$ cat src/rtl/mcast_tag_sender_if.sv
// -----------------------------------------------------------------------------
// mcast_tag_sender_if
//
// Purpose: bundles the two streaming handshakes of the multicast tag sender.
//    The input stream carries plain words from the global buffer. The output
//    stream carries tagged (value, tag) beats toward the multicast router.
//
// Signals:
//    in_data   - word from the global buffer
//    in_valid  - in_data valid
//    in_ready  - sender can accept; a word transfers when in_valid & in_ready
//    out_val   - value to the router
//    out_tag   - target ID for the value
//    out_valid - beat valid
//    out_ready - router accepts; a beat transfers when out_valid & out_ready
//
// Modports:
//    master - the sender (consumes the input stream, drives the output stream)
//    slave  - the environment around it (buffer side and router side)
// -----------------------------------------------------------------------------
interface mcast_tag_sender_if #(
   parameter int DATA_WIDTH = 16,
   parameter int ID_WIDTH   = 4
);
   logic [DATA_WIDTH-1:0] in_data;
   logic                  in_valid;
   logic                  in_ready;
   logic [DATA_WIDTH-1:0] out_val;
   logic [ID_WIDTH-1:0]   out_tag;
   logic                  out_valid;
   logic                  out_ready;

   modport master (
      input  in_data, in_valid, out_ready,
      output in_ready, out_val, out_tag, out_valid
   );

   modport slave (
      output in_data, in_valid, out_ready,
      input  in_ready, out_val, out_tag, out_valid
   );
endinterface

$ cat src/rtl/mcast_tag_sender.sv
// -----------------------------------------------------------------------------
// mcast_tag_sender
//
// Purpose: transmit end of the tagged multicast bus feeding the PE array.
//    Words from the global buffer are queued in a small FIFO, then emitted one
//    per beat with a target tag drawn from a configured window of IDs. A pass
//    is started by cfg_start and emits cfg_words words; done pulses for one
//    cycle when the pass ends.
//
// Ports:
//    clk           - clock
//    rst           - asynchronous reset, active-low
//    bus           - mcast_tag_sender_if.master (input stream + tagged output)
//    cfg_start     - one-cycle pulse, starts a pass (ignored unless idle)
//    cfg_start_tag - first tag of the pass
//    cfg_num_tags  - tag window size (0 treated as 1, clamped to NUM_IDS)
//    cfg_words     - number of words to emit in the pass
//    cfg_bcast     - broadcast mode (only honoured with the macro below)
//    busy          - pass in progress
//    done          - one-cycle pulse at end of pass
//
// Build option:
//    MCAST_TAG_SENDER_BCAST_EN - when defined, a pass with cfg_bcast=1 sends
//    every word to each tag of the window in order before popping it. When
//    undefined, cfg_bcast is ignored.
// -----------------------------------------------------------------------------
module mcast_tag_sender #(
   parameter int DATA_WIDTH = 16,
   parameter int ID_WIDTH   = 4,
   parameter int NUM_IDS    = 14,
   parameter int FIFO_DEPTH = 4
) (
   input  logic                clk,
   input  logic                rst,
   mcast_tag_sender_if.master  bus,
   input  logic                cfg_start,
   input  logic [ID_WIDTH-1:0] cfg_start_tag,
   input  logic [ID_WIDTH:0]   cfg_num_tags,
   input  logic [15:0]         cfg_words,
   input  logic                cfg_bcast,
   output logic                busy,
   output logic                done
);

   localparam int AW = (FIFO_DEPTH > 1) ? $clog2(FIFO_DEPTH) : 1;
   // Tag sum needs headroom for start_tag + index before the modulo fold.
   localparam int TW = ID_WIDTH + 2;
   localparam logic [ID_WIDTH:0] NUM_IDS_W = (ID_WIDTH + 1)'(NUM_IDS);

   typedef enum logic [1:0] {
      ST_IDLE,
      ST_RUN,
      ST_FIN
   } state_t;

   // ---------------------------------------------------------------- FIFO --
   logic [DATA_WIDTH-1:0] mem_q [FIFO_DEPTH];
   logic [AW:0]           wr_ptr_q, wr_ptr_d;
   logic [AW:0]           rd_ptr_q, rd_ptr_d;
   logic                  fifo_full;
   logic                  fifo_empty;
   logic                  push;
   logic                  pop;
   logic [DATA_WIDTH-1:0] fifo_head;

   assign fifo_empty   = (wr_ptr_q == rd_ptr_q);
   assign fifo_full    = (wr_ptr_q[AW-1:0] == rd_ptr_q[AW-1:0]) &&
                         (wr_ptr_q[AW] != rd_ptr_q[AW]);
   assign bus.in_ready = !fifo_full;
   assign push         = bus.in_valid && !fifo_full;
   // Head comes from registered pointers only, so a word pushed into an empty
   // FIFO becomes visible the cycle after it is written (no bypass).
   assign fifo_head    = mem_q[rd_ptr_q[AW-1:0]];

   always_comb begin
      wr_ptr_d = wr_ptr_q + (AW + 1)'(push);
      rd_ptr_d = rd_ptr_q + (AW + 1)'(pop);
   end

   always_ff @(posedge clk) begin
      if (push) begin
         mem_q[wr_ptr_q[AW-1:0]] <= bus.in_data;
      end
   end

   // ------------------------------------------------------- pass control --
   state_t                state_q, state_d;
   logic [ID_WIDTH-1:0]   start_tag_q, start_tag_d;
   logic [ID_WIDTH:0]     win_q, win_d;
   logic [15:0]           words_q, words_d;
   logic [15:0]           word_cnt_q, word_cnt_d;   // words whose last beat transferred
   logic [15:0]           load_cnt_q, load_cnt_d;   // words fully loaded into the slot
   logic [ID_WIDTH:0]     tag_idx_q, tag_idx_d;
   logic [DATA_WIDTH-1:0] out_val_q, out_val_d;
   logic [ID_WIDTH-1:0]   out_tag_q, out_tag_d;
   logic                  out_valid_q, out_valid_d;

   logic [ID_WIDTH:0]     win_clamped;
   logic [TW-1:0]         tag_sum;
   logic [ID_WIDTH-1:0]   cur_tag;
   logic                  last_idx;
   logic                  transfer;
   logic                  beat_last;
   logic                  load;
   logic                  word_loaded;
   logic                  final_beat;

`ifdef MCAST_TAG_SENDER_BCAST_EN
   logic                  bcast_q, bcast_d;
   logic                  out_last_q, out_last_d;  // slot holds the final replica of its word

   assign beat_last   = out_last_q;
   // In broadcast the word stays at the FIFO head until its final replica loads.
   assign word_loaded = load && (!bcast_q || last_idx);
`else
   logic                  unused_cfg_bcast;

   assign unused_cfg_bcast = cfg_bcast;
   assign beat_last        = 1'b1;
   assign word_loaded      = load;
`endif

   always_comb begin
      win_clamped = cfg_num_tags;
      if (cfg_num_tags == '0) begin
         win_clamped = (ID_WIDTH + 1)'(1);
      end else if (cfg_num_tags > NUM_IDS_W) begin
         win_clamped = NUM_IDS_W;
      end
   end

   always_comb begin
      tag_sum = TW'(start_tag_q) + TW'(tag_idx_q);
      if (tag_sum >= TW'(NUM_IDS)) begin
         tag_sum = tag_sum - TW'(NUM_IDS);
      end
      cur_tag = ID_WIDTH'(tag_sum);
   end

   assign last_idx   = ((tag_idx_q + (ID_WIDTH + 1)'(1)) == win_q);
   assign transfer   = out_valid_q && bus.out_ready;
   // Load into the slot when it is empty or being emptied this cycle, and
   // never past the configured word count so extra words stay queued.
   assign load       = (state_q == ST_RUN) && (!out_valid_q || bus.out_ready) &&
                       !fifo_empty && (load_cnt_q != words_q);
   assign pop        = word_loaded;
   assign final_beat = transfer && beat_last && ((word_cnt_q + 16'd1) == words_q);

   always_comb begin
      state_d     = state_q;
      start_tag_d = start_tag_q;
      win_d       = win_q;
      words_d     = words_q;
      word_cnt_d  = word_cnt_q;
      load_cnt_d  = load_cnt_q;
      tag_idx_d   = tag_idx_q;
      out_val_d   = out_val_q;
      out_tag_d   = out_tag_q;
      out_valid_d = out_valid_q;
`ifdef MCAST_TAG_SENDER_BCAST_EN
      bcast_d     = bcast_q;
      out_last_d  = out_last_q;
`endif

      case (state_q)
         ST_IDLE: begin
            if (cfg_start) begin
               start_tag_d = cfg_start_tag;
               win_d       = win_clamped;
               words_d     = cfg_words;
               word_cnt_d  = '0;
               load_cnt_d  = '0;
               tag_idx_d   = '0;
`ifdef MCAST_TAG_SENDER_BCAST_EN
               bcast_d     = cfg_bcast;
`endif
               state_d     = (cfg_words == 16'd0) ? ST_FIN : ST_RUN;
            end
         end

         ST_RUN: begin
            if (load) begin
               out_valid_d = 1'b1;
               out_val_d   = fifo_head;
               out_tag_d   = cur_tag;
               tag_idx_d   = last_idx ? '0 : tag_idx_q + (ID_WIDTH + 1)'(1);
`ifdef MCAST_TAG_SENDER_BCAST_EN
               out_last_d  = !bcast_q || last_idx;
`endif
               if (word_loaded) begin
                  load_cnt_d = load_cnt_q + 16'd1;
               end
            end else if (transfer) begin
               out_valid_d = 1'b0;
            end

            if (transfer && beat_last) begin
               word_cnt_d = word_cnt_q + 16'd1;
            end
            if (final_beat) begin
               state_d = ST_FIN;
            end
         end

         ST_FIN: begin
            state_d = ST_IDLE;
         end

         default: begin
            state_d = ST_IDLE;
         end
      endcase
   end

   always_ff @(posedge clk or negedge rst) begin
      if (!rst) begin
         state_q     <= ST_IDLE;
         wr_ptr_q    <= '0;
         rd_ptr_q    <= '0;
         start_tag_q <= '0;
         win_q       <= (ID_WIDTH + 1)'(1);
         words_q     <= '0;
         word_cnt_q  <= '0;
         load_cnt_q  <= '0;
         tag_idx_q   <= '0;
         out_val_q   <= '0;
         out_tag_q   <= '0;
         out_valid_q <= 1'b0;
`ifdef MCAST_TAG_SENDER_BCAST_EN
         bcast_q     <= 1'b0;
         out_last_q  <= 1'b0;
`endif
      end else begin
         state_q     <= state_d;
         wr_ptr_q    <= wr_ptr_d;
         rd_ptr_q    <= rd_ptr_d;
         start_tag_q <= start_tag_d;
         win_q       <= win_d;
         words_q     <= words_d;
         word_cnt_q  <= word_cnt_d;
         load_cnt_q  <= load_cnt_d;
         tag_idx_q   <= tag_idx_d;
         out_val_q   <= out_val_d;
         out_tag_q   <= out_tag_d;
         out_valid_q <= out_valid_d;
`ifdef MCAST_TAG_SENDER_BCAST_EN
         bcast_q     <= bcast_d;
         out_last_q  <= out_last_d;
`endif
      end
   end

   assign bus.out_val   = out_val_q;
   assign bus.out_tag   = out_tag_q;
   assign bus.out_valid = out_valid_q;
   assign busy          = (state_q != ST_IDLE);
   assign done          = (state_q == ST_FIN);

endmodule

$ cat src/flat_wrapper.sv
// flat-port wrapper written by rule: the top's interface ports become plain ports
module mcast_tag_sender_flat 
#(
   parameter int DATA_WIDTH = 16,
   parameter int ID_WIDTH   = 4,
   parameter int NUM_IDS    = 14,
   parameter int FIFO_DEPTH = 4
)
  (clk, rst, cfg_start, cfg_start_tag, cfg_num_tags, cfg_words, cfg_bcast, busy, done, bus_in_data, bus_in_valid, bus_out_ready, bus_in_ready, bus_out_val, bus_out_tag, bus_out_valid);
  mcast_tag_sender_if #(.DATA_WIDTH(DATA_WIDTH), .ID_WIDTH(ID_WIDTH)) bus_i ();
  input  logic clk;
  input  logic rst;
  input  logic cfg_start;
  input  logic [ID_WIDTH-1:0] cfg_start_tag;
  input  logic [ID_WIDTH:0] cfg_num_tags;
  input  logic [15:0] cfg_words;
  input  logic cfg_bcast;
  output logic busy;
  output logic done;
  input wire logic [$bits(bus_i.in_data)-1:0] bus_in_data;
  input wire logic [$bits(bus_i.in_valid)-1:0] bus_in_valid;
  input wire logic [$bits(bus_i.out_ready)-1:0] bus_out_ready;
  output wire logic [$bits(bus_i.in_ready)-1:0] bus_in_ready;
  output wire logic [$bits(bus_i.out_val)-1:0] bus_out_val;
  output wire logic [$bits(bus_i.out_tag)-1:0] bus_out_tag;
  output wire logic [$bits(bus_i.out_valid)-1:0] bus_out_valid;
  assign bus_i.in_data = bus_in_data;
  assign bus_i.in_valid = bus_in_valid;
  assign bus_i.out_ready = bus_out_ready;
  assign bus_in_ready = bus_i.in_ready;
  assign bus_out_val = bus_i.out_val;
  assign bus_out_tag = bus_i.out_tag;
  assign bus_out_valid = bus_i.out_valid;
  mcast_tag_sender #(.DATA_WIDTH(DATA_WIDTH), .ID_WIDTH(ID_WIDTH), .NUM_IDS(NUM_IDS), .FIFO_DEPTH(FIFO_DEPTH)) u_core (.clk(clk), .rst(rst), .bus(bus_i), .cfg_start(cfg_start), .cfg_start_tag(cfg_start_tag), .cfg_num_tags(cfg_num_tags), .cfg_words(cfg_words), .cfg_bcast(cfg_bcast), .busy(busy), .done(done));
endmodule
$ cat config.mk
export PLATFORM = sky130hd
export DESIGN_NAME = mcast_tag_sender_flat
export DESIGN_NICKNAME = d
export VERILOG_FILES = /design/src/rtl/mcast_tag_sender_if.sv /design/src/rtl/mcast_tag_sender.sv /design/src/flat_wrapper.sv
export SDC_FILE = /design/constraint.sdc
export NUM_CORES = 1
export LEC_CHECK = 0
export CORE_UTILIZATION = 30
export CTS_CLUSTER_DIAMETER = 30
export DETAILED_ROUTE_END_ITERATION = 7
export GPL_ROUTABILITY_DRIVEN = 0
export GPL_TIMING_DRIVEN = 0
export PLACE_DENSITY = 0.54
export SYNTH_ARGS = -nofsm -noshare
export SYNTH_HDL_FRONTEND = slang
export SYNTH_SLANG_ARGS = --single-unit
$ cat constraint.sdc
create_clock -name clk -period 3 [get_ports clk]
set_clock_uncertainty 0.05 [all_clocks]
set_input_delay 0.6 -clock clk [delete_from_list [all_inputs] [get_ports clk]]
set_output_delay 0.6 -clock clk [all_outputs]
set_load 0.005 [all_outputs]
# After elaboration in Yosys (flattened, before gate mapping)

Memories as Yosys holds them, arrays and structs flattened. A register that Yosys moved wholly into a read port is not among the register bits.
Index checks and enable logic that the tools add are counted.

Register bits: 75
Memory bits (writable): 64
Input bits: 47
Word-level logic and storage cells: 77
Memories: 1

Add/sub/neg operators: 7
Magnitude comparators: 2
Equal/unequal tests: 12
Multiplexer cells: 20
Reductions and logical operators: 24

Memory list:

| memory       | words | width | rd ports | clocked after Yosys merged registers in | write ports | line                   | text |
|---|---|---|---|---|---|---|---|
| u_core.mem_q | 4     | 16    | 1        | 1                                       | 1           | mcast_tag_sender.sv:57 | `logic [DATA_WIDTH-1:0] mem_q [FIFO_DEPTH];` |

Operators by type and width:

| cell                                                               | count |
|---|---|
| case mux 16 bit (2 select lines)                                   | 2 |
| two-way mux 16 bit                                                 | 3 |
| adder 16 x 1 -> 16 bit (second input constant)                     | 2 |
| two-way mux 5 bit                                                  | 5 |
| == test 16 bit                                                     | 1 |
| zero test 16 bit                                                   | 1 |
| != test 16 bit                                                     | 1 |
| case mux 5 bit (2 select lines)                                    | 1 |
| AND reduction 2 bit                                                | 4 |
| logical AND 1 bit                                                  | 7 |
| adder 3 x 1 -> 3 bit                                               | 2 |
| adder 4 x 5 -> 6 bit                                               | 1 |
| greater-or-equal comparator 6 x 4 -> 1 bit (second input constant) | 1 |
| two-way mux 2 bit                                                  | 3 |
| != test 2 x 1 -> 1 bit (second input constant)                     | 3 |
| AND reduction 3 bit                                                | 2 |
| nonzero test 2 bit                                                 | 3 |
| adder 5 x 1 -> 5 bit (second input constant)                       | 1 |
| == test 5 bit                                                      | 1 |
| > comparator 5 x 4 -> 1 bit (second input constant)                | 1 |
| zero test 5 bit                                                    | 1 |
| zero test 1 bit                                                    | 4 |
| two-way mux 1 bit                                                  | 4 |
| two-way mux 4 bit                                                  | 1 |
| 10 further kinds                                                   | 10 |

# Depth between registers and ports, before layout

Gate-level depths: netlist (run 1).

Word-level depth: 7
Depth in mapped cells: 9
Depth with buffers taken out: 9

# Worst setup path after synthesis (run 1)

No wires, ideal clock.

Path kind: register to register
From: register u_core.rd_ptr_q[0]
To: memory u_core.mem_q[0][0], enable pin
Setup time: 0.413 ns
Data arrival time: 2.338 ns
Data required time: 2.537 ns
Slack: 0.199 ns
Cell stages (with the launch flop): 6
Path buffers: 1
Cell sequence: dfrtp_1 -> buf_4 -> xor2_1 -> or3_1 -> and2_0 -> nor3b_1

Longest elaborated chain between the ends: 6

RTL lines:

| item                                    | line                    | text |
|---|---|---|
| from (decl)                             | mcast_tag_sender.sv:59  | `logic [AW:0] rd_ptr_q, rd_ptr_d;` |
| from (signal assigned)                  | mcast_tag_sender.sv:236 | `rd_ptr_q <= rd_ptr_d;` |
| == test 2 bit                           | mcast_tag_sender.sv:67  | `assign fifo_full = (wr_ptr_q[AW-1:0] == rd_ptr_q[AW-1:0]) &&` |
| logical AND 1 bit                       | mcast_tag_sender.sv:67  |  |
| zero test 1 bit                         | --                      |  |
| named net bus_in_ready                  | flat_wrapper.sv:23      | `output wire logic [$bits(bus_i.in_ready)-1:0] bus_in_ready;` |
| logical AND 1 bit                       | mcast_tag_sender.sv:70  | `assign push = bus.in_valid && !fifo_full;` |
| two-way mux 1 bit                       | mcast_tag_sender.sv:81  | `if (push) begin` |
| two-way mux 1 bit (implied by the code) | mcast_tag_sender.sv:82  | `mem_q[wr_ptr_q[AW-1:0]] <= bus.in_data;` |
| to (decl)                               | mcast_tag_sender.sv:57  |  |

The timed path passes the listed nets, and every way through them passes these cells.

# Worst setup path in the final report (run 1)

From: register u_core.word_cnt_q[0]
To: register u_core.state_q[0]

Longest elaborated chain between the ends: 5

RTL lines:

| item                             | line                    | text |
|---|---|---|
| from (decl)                      | mcast_tag_sender.sv:91  | `logic [15:0] word_cnt_q, word_cnt_d;` |
| from (signal assigned)           | mcast_tag_sender.sv:240 | `word_cnt_q <= word_cnt_d;` |
| adder 16 x 1 -> 16 bit           | mcast_tag_sender.sv:147 | `assign final_beat = transfer && beat_last && ((word_cnt_q + 16'd1) == words_q);` |
| == test 16 bit                   | mcast_tag_sender.sv:147 |  |
| logical AND 1 bit                | mcast_tag_sender.sv:147 |  |
| != test 2 x 1 -> 1 bit (no line) | --                      |  |
| AND reduction 2 bit (no line)    | --                      |  |
| to (signal assigned)             | mcast_tag_sender.sv:234 | `state_q <= state_d;` |
| to (decl)                        | mcast_tag_sender.sv:87  | `state_t state_q, state_d;` |

No other way between the ends.
A chain may end at the register's enable or synchronous reset.

==> flow_summary.json, run 1 <==
{
  "required_time_of_the_critical_path_ns": 3.27,
  "maximum_number_of_pins_on_one_net_before_global_route_repair": 65,
  "synth_ff_type": "sky130_fd_sc_hd__dfrtp_1",
  "cts_num_sinks": 155,
  "globalRouteMet1Util_pct": 18.4,
  "antennaDiodeCount": 0,
  "cts_tree": "done",
  "synth.avg_cell_area_um2": 12.2,
  "met3_usage_pct": 4.68,
  "share_seq_of_total_power_pct": 37.9,
  "final_max_slew_viol_count": 0,
  "maxSlewHeadroom_pct": 39.6,
  "worst_setup_slack_before_clock_tree_synthesis_ns": 0.0109,
  "fp.dieH_um": 157,
  "routedWlPerCell_um": 17.0,
  "critical_path.max_fanout": 10,
  "globalRoute.busiestLayer": "met2",
  "finalHoldViolations": 0,
  "initial_utilization_pct": 30.7,
  "detailedRoute.firstIterationViolations": 269,
  "io_buffer_count": 69,
  "final.setup.worst_slack_ns": 0.279,
  "cts-htree-levels": 4,
  "grt_remaining_overflow": 0,
  "hold_buffers": 0,
  "synth.ff_latch_count": 155,
  "ir_worst_vdd_v": 0.000420,
  "grt_pass1_vias": 5123,
  "areaGrowthSynthToFinish_pct": 24.5,
  "synth.net_count": 656,
  "timing_worst_slew_pin_value_ns": 0.906,
  "detail_route.drc_violations": 0,
  "floorplan.die_area_um2": 24800,
  "synth.yosys.seq_area_share_pct": 58.0,
  "grt_setup_unrepaired": "false",
  "startpoint_class": "flip-flop",
  "switching_share_pct": 36.0,
  "netlist_area_um2": 7250,
  "met2_usage_grt_pct": 25.2,
  "worst_hold_path_type": "in2async",
  "synth-edff-count": 64,
  "core_area_um2": 23600,
  "post_route_cells_drive_above_1_share_pct": 13.8,
  "min_cycle_time_layout_ns": 2.72,
  "placement.cell_area_um2": 8420,
  "vias_per_cell": 4.93,
  "setup-violations-final": 0,
  "cts_made_buffers": 17,
  "power.leakage_uw": 0.00349,
  "post_synth_num_cell_types": 58,
  "postRouteWirelength_um": 17300,
  "hpwlAfterDp_um": 12500,
  "outcome": "completed",
  "drt_pre_antenna_iters": 5,
  "clk_root_buffer_cell": "sky130_fd_sc_hd__clkbuf_16",
  "power_report.internal_total_uw": 5690,
  "cp_data_arrival_time_ns": 2.99,
  "clk_latency_ns": 0.43,
  "synth.yosys.warnings": 0,
  "switchingPower_uw": 3200,
  "global_route.usage.total_pct": 15.0,
  "clk_transition_reported_paths_ns": 0.07,
  "num_vias": 5027,
  "num_rows": 56,
  "finish.net_count": 748,
  "synthCells": 596,
  "grt_first_pass_wirelength_um": 27900,
  "cts-root-to-sink-buffers": 2,
  "comb_power_share_pct": 38.0,
  "synthArstFlopShare_pct": 58.7,
  "dieWidth_um": 157,
  "design.portCount": 71,
  "finalSetupTns_ns": 0,
  "postRouteAntennaNets": 0,
  "power.clock.fraction_pct": 24.1,
  "drv_cap": 0,
  "power-per-cell-area_nw_per_um2": 986,
  "final_design_area_no_fill_um2": 9020,
  "worstSetupPathType": "reg2reg",
  "timing.final.crit_share_pct": 90.7,
  "antenna_found_initial": 0,
  "timing.fmax_ghz": 0.367,
  "cp-end-kind": "flip-flop"
}
-- worst max-delay path: stages (launching register included) --
cell	delay [ns]
sky130_fd_sc_hd__dfrtp_1	0.47
sky130_fd_sc_hd__ha_1	0.23
sky130_fd_sc_hd__buf_2	0.18
sky130_fd_sc_hd__nand2_1	0.07
sky130_fd_sc_hd__nand2_1	0.05
sky130_fd_sc_hd__a2111oi_1	0.55
sky130_fd_sc_hd__nand2_1	0.12
sky130_fd_sc_hd__nor4_1	0.36
sky130_fd_sc_hd__o211ai_1	0.24
sky130_fd_sc_hd__a22o_1	0.28
-- metal layers --
| layer | up-vias | part of all wire, % |
|---|---|---|
| met1 | 2512 | 43 |
| li1 | 2345 | - |
| met5 | - | 0 |
| met3 | 25 | 6.3 |
| met4 | 0 | 1.4 |
| met2 | 145 | 49 |
-- stage by stage --
stage               utilization [%]  total power (uW)  hold slack, ns  instances
floorplan                         -              5570           0.254        596
global placement               35.3              6670           0.423        984
detailed placement             35.7              6850           0.428        988
CTS                            38.2              9010          0.0541       1020
global route                   38.2              9510          0.0602       1020
finish                         38.2              8890          0.0529       1020
-- state kept, by name, summed over array words and instances, names as in the netlist --
signal and cells:
u_core.bus.out_valid 1, u_core.rd_ptr_q 3, u_core.start_tag_q 4, u_core.wr_ptr_q 3, u_core.tag_idx_q 5, u_core.words_q 16
u_core.load_cnt_q 16, u_core.bus.out_tag 4, u_core.mem_q 64, u_core.state_q 2, u_core.win_q 5, u_core.bus.out_val 16
u_core.word_cnt_q 16
-- cell usage in the layout, fill, tap and decap left out, types with 7 or more instances in the layout --
master and instances:
sky130_fd_sc_hd__ha_1 12, sky130_fd_sc_hd__clkbuf_1 13, sky130_fd_sc_hd__nor2_1 42, sky130_fd_sc_hd__o31ai_1 9
sky130_fd_sc_hd__buf_2 9, sky130_fd_sc_hd__xor2_1 26, sky130_fd_sc_hd__nand2_1 83, sky130_fd_sc_hd__xnor2_1 38
sky130_fd_sc_hd__mux2_2 19, sky130_fd_sc_hd__a31oi_1 8, sky130_fd_sc_hd__dfrtp_1 90, sky130_fd_sc_hd__a21oi_1 17
sky130_fd_sc_hd__mux4_2 16, sky130_fd_sc_hd__nand3_1 19, sky130_fd_sc_hd__clkbuf_16 17, sky130_fd_sc_hd__nor4_1 7
sky130_fd_sc_hd__clkdlybuf4s50_1 68, sky130_fd_sc_hd__and3_1 8, sky130_fd_sc_hd__edfxtp_1 64, sky130_fd_sc_hd__nand4_1 14
sky130_fd_sc_hd__o21ai_0 23
-- path summary, 6_finish.rpt --
check | from | end | slack [ns] | depth (start not counted)
min reg2reg | u_core.win_q[0] | u_core.win_q[0] | 0.44 | 2
max in group asynchronous | rst | u_core.bus.out_val[15] | 2.18 | 2
min | rst | u_core.win_q[1] | 0.05 | 1
max reg2reg | u_core.word_cnt_q[0] | u_core.state_q[0] | 0.28 | 9
max | u_core.word_cnt_q[0] | u_core.state_q[0] | 0.28 | 9
min in group clk | u_core.win_q[0] | u_core.win_q[0] | 0.44 | 2
-- what timing repair did --
action | CTS | global route
endpoints found under the setup margin | 0 | 1
buffers inserted | 0 | 0
resized for setup | 0 | 1
-- final cells by class --
cell class,instances,area [um2]
Buffer,27,131
Clock buffer,17,425
Clock inverter,15,169
Fill cell,2296,14600
Inverter,5,18.8
Multi-Input combinational cell,409,2910
Sequential cell,155,4200
Tap cell,319,399
Timing Repair Buffer,73,769
-- power by group through the flow --
stage               Sequential, uW  Clock (uW)  Combinational (uW)
floorplan                     3280           0                2290
global placement              3380           0                3290
detailed placement            3410           0                3430
CTS                           3380        2180                3450
global route                  3460        2280                3770
finish                        3370        2140                3380
-- synthesized netlist by cell type, types with 5 or more instances --
master	n	share of area (%)
sky130_fd_sc_hd__a21oi_1	17	1.2
sky130_fd_sc_hd__mux4_2	16	5.0
sky130_fd_sc_hd__and3_1	8	0.69
sky130_fd_sc_hd__o21ai_0	23	1.6
sky130_fd_sc_hd__ha_1	12	2.1
sky130_fd_sc_hd__mux2_2	19	3.0
sky130_fd_sc_hd__nand2b_1	6	0.52
sky130_fd_sc_hd__nor2b_1	6	0.52
sky130_fd_sc_hd__inv_1	5	0.26
sky130_fd_sc_hd__buf_2	9	0.62
sky130_fd_sc_hd__nor2_1	44	2.3
sky130_fd_sc_hd__nand4_1	14	1.2
sky130_fd_sc_hd__buf_4	5	0.52
sky130_fd_sc_hd__dfrtp_1	90	31
sky130_fd_sc_hd__nand3_1	19	1.3
sky130_fd_sc_hd__a31oi_1	8	0.69
sky130_fd_sc_hd__xnor2_1	38	4.6
sky130_fd_sc_hd__xor2_1	26	3.1
sky130_fd_sc_hd__edfxtp_1	64	27
sky130_fd_sc_hd__nor4_1	7	0.60
sky130_fd_sc_hd__nand2_1	83	4.3
sky130_fd_sc_hd__o31ai_1	9	0.93
sky130_fd_sc_hd__clkbuf_1	13	0.67
-- cells by family after synthesis --
| logic type | share of synthesized area, % |
|---|---|
| muxes | 8.34 |
| and+or+nand+nor | 13.5 |
| xor gates and xnor gates | 7.74 |
| DFF | 58.0 |
| buffers and inverters | 2.07 |
| AOI/OAI and AO/OA | 8.00 |
| adders and majority gates | 2.35 |
No activity file was read; power rests on OpenSTA's default activity.
==> inputs of run 2 (changes only) <==
- CORE_MARGIN: default -> 1.5
==> run 2 against run 1 <==
- utilization did not move
- largest power group unchanged
- first-iteration DRC count fell by 0.74%
- sequential share of layout area did not move
==> flow_summary.json, run 2 (synthesis gave the netlist of run 1 again) <==
{
  "critical_path.max_fanout": 8,
  "power.leakage_uw": 0.00349,
  "floorplan.die_area_um2": 25100,
  "maxSlewHeadroom_pct": 36.7,
  "setup-violations-final": 0,
  "cts_tree": "done",
  "most_common_cell_after_layout_fill_and_taps_aside": "sky130_fd_sc_hd__dfrtp_1",
  "cp_data_arrival_time_ns": 2.11,
  "clk_latency_ns": 0.43,
  "drv_cap": 0,
  "cts.repair.resized": 0,
  "required_time_of_the_critical_path_ns": 2.35,
  "detail_route.drc_violations": 0,
  "dieWidth_um": 158,
  "hpwlAfterDp_um": 12300,
  "cp-end-kind": "output pin",
  "initial_utilization_pct": 30.7,
  "finalHoldViolations": 0,
  "postRouteAntennaNets": 0,
  "dp_cells": 989,
  "ir_worst_vdd_v": 0.000423,
  "worst-r2r-cell-count": 4,
  "cts_made_buffers": 17,
  "cts_num_sinks": 155,
  "antenna_found_initial": 0,
  "num_vias": 5009,
  "hold_slack_ns": 0.159,
  "hold_buffers": 0,
  "worstSetupPathType": "reg2out",
  "startpoint_class": "flip-flop",
  "timing.rr.start": "u_core.rd_ptr_q[2]",
  "cts-root-to-sink-buffers": 2,
  "timing.final.crit_share_pct": 91.9,
  "routedWlPerCell_um": 16.9,
  "antennaDiodeCount": 0,
  "grt_first_pass_wirelength_um": 27500,
  "vias_per_cell": 4.91,
  "num-fill-cells": 2282,
  "worst_hold_path_type": "in2async",
  "final_max_slew_viol_count": 0,
  "crit-reg2reg-capture": "u_core.mem_q[3][15]",
  "power-per-cell-area_nw_per_um2": 988,
  "worst_setup_slack_before_clock_tree_synthesis_ns": -0.0359,
  "areaGrowthSynthToFinish_pct": 24.5,
  "final_design_area_no_fill_um2": 9020,
  "clk_transition_reported_paths_ns": 0.07,
  "fp.dieH_um": 158,
  "num_rows": 56,
  "finish.net_count": 749,
  "final.setup.worst_slack_ns": 0.242,
  "cts-htree-levels": 4,
  "clk_root_buffer_cell": "sky130_fd_sc_hd__clkbuf_16",
  "design.portCount": 71,
  "grt_setup_unrepaired": "false",
  "detailedRoute.firstIterationViolations": 267,
  "largest_register_ff_count": 64,
  "postRouteWirelength_um": 17300,
  "min_cycle_time_layout_ns": 2.76,
  "maximum_number_of_pins_on_one_net_before_global_route_repair": 47,
  "outcome": "completed",
  "grt_pass1_vias": 5050,
  "mostFrequentLayoutCells": "sky130_fd_sc_hd__dfrtp_1, sky130_fd_sc_hd__nand2_1, sky130_fd_sc_hd__clkdlybuf4s50_1, sky130_fd_sc_hd__edfxtp_1, sky130_fd_sc_hd__nor2_1",
  "placement.cell_area_um2": 8420,
  "minimum_setup_slack_among_reg_to_reg_paths_ns": 0.40,
  "io_buffer_count": 69,
  "global_route.usage.total_pct": 14.6,
  "drt_pre_antenna_iters": 4,
  "final_cell_count_no_fill": 1021,
  "core_area_um2": 23600,
  "grt_remaining_overflow": 0,
  "postCtsSetupBuffers": 0,
  "timing.fmax_ghz": 0.363,
  "post_route_cells_drive_above_1_share_pct": 14.0,
  "timing_worst_slew_pin_value_ns": 0.948
}
==> run 2: changes by cell type in the layout (fill, tap and decap cells not counted), sizes merged <==
cell and delta:
buf +1
==> run 2: worst max path at each step <==
stage	startpoint	end	slack, ns	cells after the start
after floorplan	u_core.rd_ptr_q[0]	u_core.mem_q[0][0]	0.20	5
after global placement	rst	u_core.bus.out_val[7]	-2.50	1
after detailed placement	cfg_start	u_core.word_cnt_q[14]	-0.04	6
after CTS	u_core.rd_ptr_q[0]	bus_in_ready	0.21	4
after global routing	u_core.word_cnt_q[0]	u_core.state_q[0]	0.16	9
final	u_core.rd_ptr_q[0]	bus_in_ready	0.24	4
==> run 2: per-stage QoR <==
step | power, uW | utilization, % | TNS (ns)
floorplan | 5570 | - | 0
global placement | 6700 | 35.3 | -248.05
detailed placement | 6850 | 35.7 | -0.114
CTS | 9030 | 38.2 | 0
global route | 9530 | 38.2 | 0
finish | 8910 | 38.2 | 0
==> run 2: metal layers <==
| metal | track usage [%] | vias to the layer above | wire length (um) |
|---|---|---|---|
| li1 | - | 2352 | - |
| met3 | 4.44 | 18 | 1020 |
| met1 | 19.1 | 2509 | 8020 |
| met2 | 23.5 | 130 | 8030 |
| met4 | 3.60 | 0 | 207 |
| met5 | 0 | - | 0 |
==> run 2: worst max-delay path, stage by stage, from the launching register on <==
cell and delay (ns):
sky130_fd_sc_hd__dfrtp_1 0.39, sky130_fd_sc_hd__buf_4 0.19, sky130_fd_sc_hd__xor2_1 0.18, sky130_fd_sc_hd__or3_1 0.44
sky130_fd_sc_hd__clkdlybuf4s50_1 0.49
==> run 2: area by class of cell <==
class	count	area [um2]	area share, %
timing repair buffer	74	768	8.52
sequential	155	4200	46.6
tap	319	399	4.43
multi-input combinational	409	2910	32.2
buffer	27	131	1.46
clock buffer	17	425	4.72
clock inverter	15	171	1.90
inverter	5	18.8	0.208
==> run 2: report_power, final <==
part	leakage (uW)	internal [uW]	switching, uW	total (uW)
logic	0.00148	1690	1710	3400
registers	0.00173	2880	493	3370
clock network	0.000285	1120	1020	2140
total	0.00349	5690	3220	8910
